**src/rtl/ifetch_queue.sv**
```systemverilog
// Instruction fetch unit: issues sequential word fetches into a 1-cycle
// synchronous memory and queues {pc, data} for decode; redirect restarts.
module ifetch_queue #(
  parameter logic [31:0] RESET_ADDR = 32'h0000_0000,
  parameter int          DEPTH      = 4
) (
  input  logic                     clk,
  input  logic                     reset,
  output logic [31:0]              imem_addr,
  output logic                     imem_rd,
  input  logic [31:0]              imem_rdata,
  input  logic                     redirect_valid,
  input  logic [31:0]              redirect_addr,
  output logic                     inst_valid,
  input  logic                     inst_ready,
  output logic [31:0]              inst_data,
  output logic [31:0]              inst_pc,
  output logic [$clog2(DEPTH):0]   count
);

  localparam int PW = $clog2(DEPTH);
  localparam int CW = PW + 1;
  localparam int OW = CW + 1;
  localparam logic [OW-1:0] DEPTH_W = OW'(DEPTH);

  logic [31:0]   fetch_pc_q, fetch_pc_d;
  logic          inflight_q, inflight_d;
  logic [31:0]   inflight_pc_q, inflight_pc_d;
  logic [PW-1:0] rd_ptr_q, rd_ptr_d;
  logic [PW-1:0] wr_ptr_q, wr_ptr_d;
  logic [CW-1:0] count_q, count_d;
  logic [31:0]   pc_mem_q [DEPTH];
  logic [31:0]   pc_mem_d [DEPTH];
  logic [31:0]   data_mem_q [DEPTH];
  logic [31:0]   data_mem_d [DEPTH];

  logic          pop;
  logic          push;
  logic          issue;
  logic [OW-1:0] occ;
  logic          unused_addr_bits;

  assign unused_addr_bits = ^redirect_addr[1:0];

  assign inst_valid = (count_q != '0) & ~redirect_valid;
  assign pop        = inst_valid & inst_ready;
  assign push       = inflight_q & ~redirect_valid;

  // Slots committed after this edge; issuing only below DEPTH prevents overflow.
  assign occ   = {1'b0, count_q}
               + {{CW{1'b0}}, inflight_q}
               - {{CW{1'b0}}, pop};
  assign issue = ~reset & ~redirect_valid & (occ < DEPTH_W);

  assign imem_addr = fetch_pc_q;
  assign imem_rd   = issue;
  assign inst_data = data_mem_q[rd_ptr_q];
  assign inst_pc   = pc_mem_q[rd_ptr_q];
  assign count     = count_q;

  always_comb begin
    fetch_pc_d    = fetch_pc_q;
    inflight_d    = inflight_q;
    inflight_pc_d = inflight_pc_q;
    rd_ptr_d      = rd_ptr_q;
    wr_ptr_d      = wr_ptr_q;
    count_d       = count_q;
    pc_mem_d      = pc_mem_q;
    data_mem_d    = data_mem_q;
    if (redirect_valid) begin
      fetch_pc_d = {redirect_addr[31:2], 2'b00};
      inflight_d = 1'b0;
      count_d    = '0;
      rd_ptr_d   = '0;
      wr_ptr_d   = '0;
    end else begin
      if (issue) begin
        inflight_d    = 1'b1;
        inflight_pc_d = fetch_pc_q;
        fetch_pc_d    = fetch_pc_q + 32'd4;
      end else if (push) begin
        inflight_d = 1'b0;
      end
      if (push) begin
        pc_mem_d[wr_ptr_q]   = inflight_pc_q;
        data_mem_d[wr_ptr_q] = imem_rdata;
        wr_ptr_d             = wr_ptr_q + 1'b1;
      end
      if (pop) begin
        rd_ptr_d = rd_ptr_q + 1'b1;
      end
      count_d = count_q + CW'(push) - CW'(pop);
    end
  end

  always_ff @(posedge clk) begin
    if (reset) begin
      fetch_pc_q    <= RESET_ADDR;
      inflight_q    <= 1'b0;
      inflight_pc_q <= '0;
      rd_ptr_q      <= '0;
      wr_ptr_q      <= '0;
      count_q       <= '0;
      for (int i = 0; i < DEPTH; i++) begin
        pc_mem_q[i]   <= '0;
        data_mem_q[i] <= '0;
      end
    end else begin
      fetch_pc_q    <= fetch_pc_d;
      inflight_q    <= inflight_d;
      inflight_pc_q <= inflight_pc_d;
      rd_ptr_q      <= rd_ptr_d;
      wr_ptr_q      <= wr_ptr_d;
      count_q       <= count_d;
      pc_mem_q      <= pc_mem_d;
      data_mem_q    <= data_mem_d;
    end
  end

endmodule
```
**config.mk**
```make
export PLATFORM = sky130hd
export DESIGN_NAME = ifetch_queue
export DESIGN_NICKNAME = d
export VERILOG_FILES = /design/src/rtl/ifetch_queue.sv
export SDC_FILE = /design/constraint.sdc
export NUM_CORES = 1
export LEC_CHECK = 0
export BUFFER_PORTS_ARGS = -buffer_cell sky130_fd_sc_hd__buf_4
export CAP_MARGIN = 20
export CORE_MARGIN = 1.5
export CORE_UTILIZATION = 40
export CTS_BUF_LIST = sky130_fd_sc_hd__clkbuf_8
export DETAILED_ROUTE_END_ITERATION = 8
export PLACE_DENSITY = 0.56
export REMOVE_ABC_BUFFERS = 1
export SYNTH_ARGS = -nofsm -noshare
export SYNTH_HDL_FRONTEND = slang
export SYNTH_SLANG_ARGS = --single-unit
export TNS_END_PERCENT = 1
```
**constraint.sdc**
```tcl
create_clock -name clk -period 7.4 [get_ports clk]
set_input_delay 0 -clock clk [delete_from_list [all_inputs] [get_ports clk]]
set_output_delay 0 -clock clk [all_outputs]
set_load 0.1 [all_outputs]
```
==> summary.txt <==
Cell taking the most area after synthesis -> dfxtp_1
Post-CTS Setup Repair Bufs -> 0
Fin area -> 0.0165 mm2
CP required -> 7.40 ns
Minimum clock period -> 4.32 ns
Top cells by area, synth -> dfxtp_1, nand2_1, a21oi_1, mux4_2, clkbuf_1
Vias in the first global route -> 11200
Max-cap violations -> 0
Sequential element share of the synthesized area -> 0.479
Max-slew violation count -> 0
Initial Util -> 0.406
Syn Std Cell Area -> 0.0132 mm2
Final WL -> 38800 um
Share of cells above drive strength 1 -> 0.189
DRT Pass-1 Iters -> 5
Least-Margin Pin Slew -> 1.09 ns
Post-layout util -> 0.506
Wire length on met1 -> 17700 um
CP arrival -> 4.32 ns
Max clock buf depth -> 3
Final non-filler cell total -> 2222
Count leader, synth -> nand2_1
Startpoint Class -> flop
Diodes inserted -> 0
Largest net degree at the start of global routing -> 125
Die width -> 185 um
Total number of vias -> 11500
H-Tree Level Count -> 2
DP HPWL -> 22000 um
ANT nets after route -> 0
Hold buffers post-CTS -> 71
EDFF count, synth -> 0
Final setup vio count -> 0
Seq cells post-synth -> 316
Die Y -> 185 um
Clock transition at path regs -> 0.06 ns
RD Place Congestion -> 0.847
Mean Syn Cell Area -> 8.49 um2
Post-synthesis async set-or-reset flop share -> 0
Clk root buf -> clkbuf_8
RSZ-0062 raised after global routing -> false
WHS -> 0.162 ns
Synth-to-layout area growth -> 24.7%
PostCTS Resize Cnt -> 0
Setup TNS -> 0 ns
Final hold violation count -> 0
IO Port Bufs -> 162
Hold Crit Class -> in2reg
Die area -> 0.0341 mm2
Fin nets -> 1819
GRT Total Usage -> 0.226
Core Area -> 0.0325 mm2
Setup Crit Path Kind -> reg2out
Ports -> 169
Synth unique cells -> 47
Fin Clk Skew -> 0.0164 ns
Max-slew headroom -> 0.275
Drt initial violations -> 756
Fin crit share -> 0.584
Outcome -> complete, no violations
P per Cell Area -> 227 mW/mm2
Wire length on met2 -> 17800 um
Leakage -> 5.81 nW
Yosys top cell area share -> 0.479
Row count -> 66
Initial antenna violation count -> 0
Total CTS buffers -> 54
Fmax -> 232 MHz
Clk_lat worst skew -> 0.59 ns
CP max FO -> 30
First-pass GRT wire length -> 60300 um
Synthesis warning total -> 0
Syn Inst Count -> 1555
Cell count after placement -> 2054
Met3 wire len -> 2290 um
Placed Area -> 0.0146 mm2
CTS sink cnt -> 316
Drt wl/cell -> 17.5 um
Grt total ovfl -> 0
CP Capture Type -> output pin
Top layer in use -> met4
Dominant synthesized flop cell -> dfxtp_1
Via density -> 5.17
Worst-case vdd ir drop -> 0.000114 V
CTS tree -> yes
Drc violations -> 0
Top cells by count, synth -> nand2_1, dfxtp_1, a21oi_1, clkbuf_1, mux4_2
==> where the power goes <==
| group | leakage (nW) | switching [mW] | internal [mW] |
|---|---|---|---|
| Clock | 0.647 | 0.700 | 0.884 |
| Sequential | 2.56 | 0.0419 | 1.73 |
| Combinational | 2.60 | 0.269 | 0.108 |
| Total | 5.81 | 1.01 | 2.72 |
==> stage by stage <==
step | setup slack, ns | total power, mW
final | 3.08 | 3.73
after global routing | 2.83 | 3.87
after CTS | 3.05 | 3.77
after detailed placement | 3.71 | 2.15
after global placement | 3.77 | 2.15
after floorplan | 1.51 | 2.02
==> critical path, stage by stage, from the launching register on <==
cell and delay (ns):
dfxtp_1 0.43, nor3_1 0.09, nor3b_1 0.62, ha_1 0.27, inv_1 0.05, ha_1 0.27
and3b_1 0.30, o21a_1 0.70, o21ai_2 0.12, inv_2 0.48, buf_4 0.41
==> sequential cells by signal, indices dropped and copies added (netlist names) <==
name,flops
data_mem_q,128
pc_mem_q,120
inflight_pc_q,30
count,3
rd_ptr_q,2
wr_ptr_q,2
inflight_q,1
imem_addr,30
==> metal layers <==
metal	track usage	up-vias
met1	0.300	5456
met5	0	-
met3	0.0441	77
met2	0.368	329
li1	-	5623
met4	0.0751	0
==> cell type report <==
class / instances / area [um2]
Timing Repair Buffer: 249 / 2050
Fill cell: 3211 / 16100
Sequential cell: 316 / 6330
Multi-Input combinational cell: 1103 / 6360
Tap cell: 442 / 553
Inverter: 16 / 60.1
Clock buffer: 71 / 977
Clock inverter: 25 / 125
==> layout by cell type, fill, tap and decap left out, types with 5 or more instances in the layout <==
cell           instances
nand2_1              562
dfxtp_1              314
a21oi_1              283
buf_4                176
clkbuf_8              71
dlygate4sd3_1         71
mux4_2                62
nor2_1                35
inv_1                 35
xor2_1                24
a211oi_1              18
o2111ai_1             16
o21ai_1               12
ha_1                  10
xnor2_1                8
nand4_1                7
o21bai_1               5
mux2i_1                5
==> kinds of logic (layout without fill, tap and decap cells) <==
family,Yosys count,in the layout,share of synthesized area
compound gates,345,345,0.144
xor+xnor,32,32,0.0212
fa+ha+maj,11,11,0.0110
buf+inv,139,361,0.0419
flops,316,316,0.479
mux,67,67,0.110
other cells,1,4,0.000284
simple gates,644,644,0.193
==> worst paths after layout <==
check	from	endpoint	slack [ns]	cells after the start
hold reg to reg	pc_mem_q[112]$_SDFFE_PP0P_	pc_mem_q[112]$_SDFFE_PP0P_	0.45	2
hold / removal	redirect_addr[13]	imem_addr[13]$_SDFFE_PP0P_	0.16	4
setup / recovery	count[2]$_SDFF_PP0_	imem_rd	3.08	10
setup reg to reg	count[2]$_SDFF_PP0_	imem_addr[23]$_SDFFE_PP0P_	3.33	11
(Power assumes the default switching activity.)
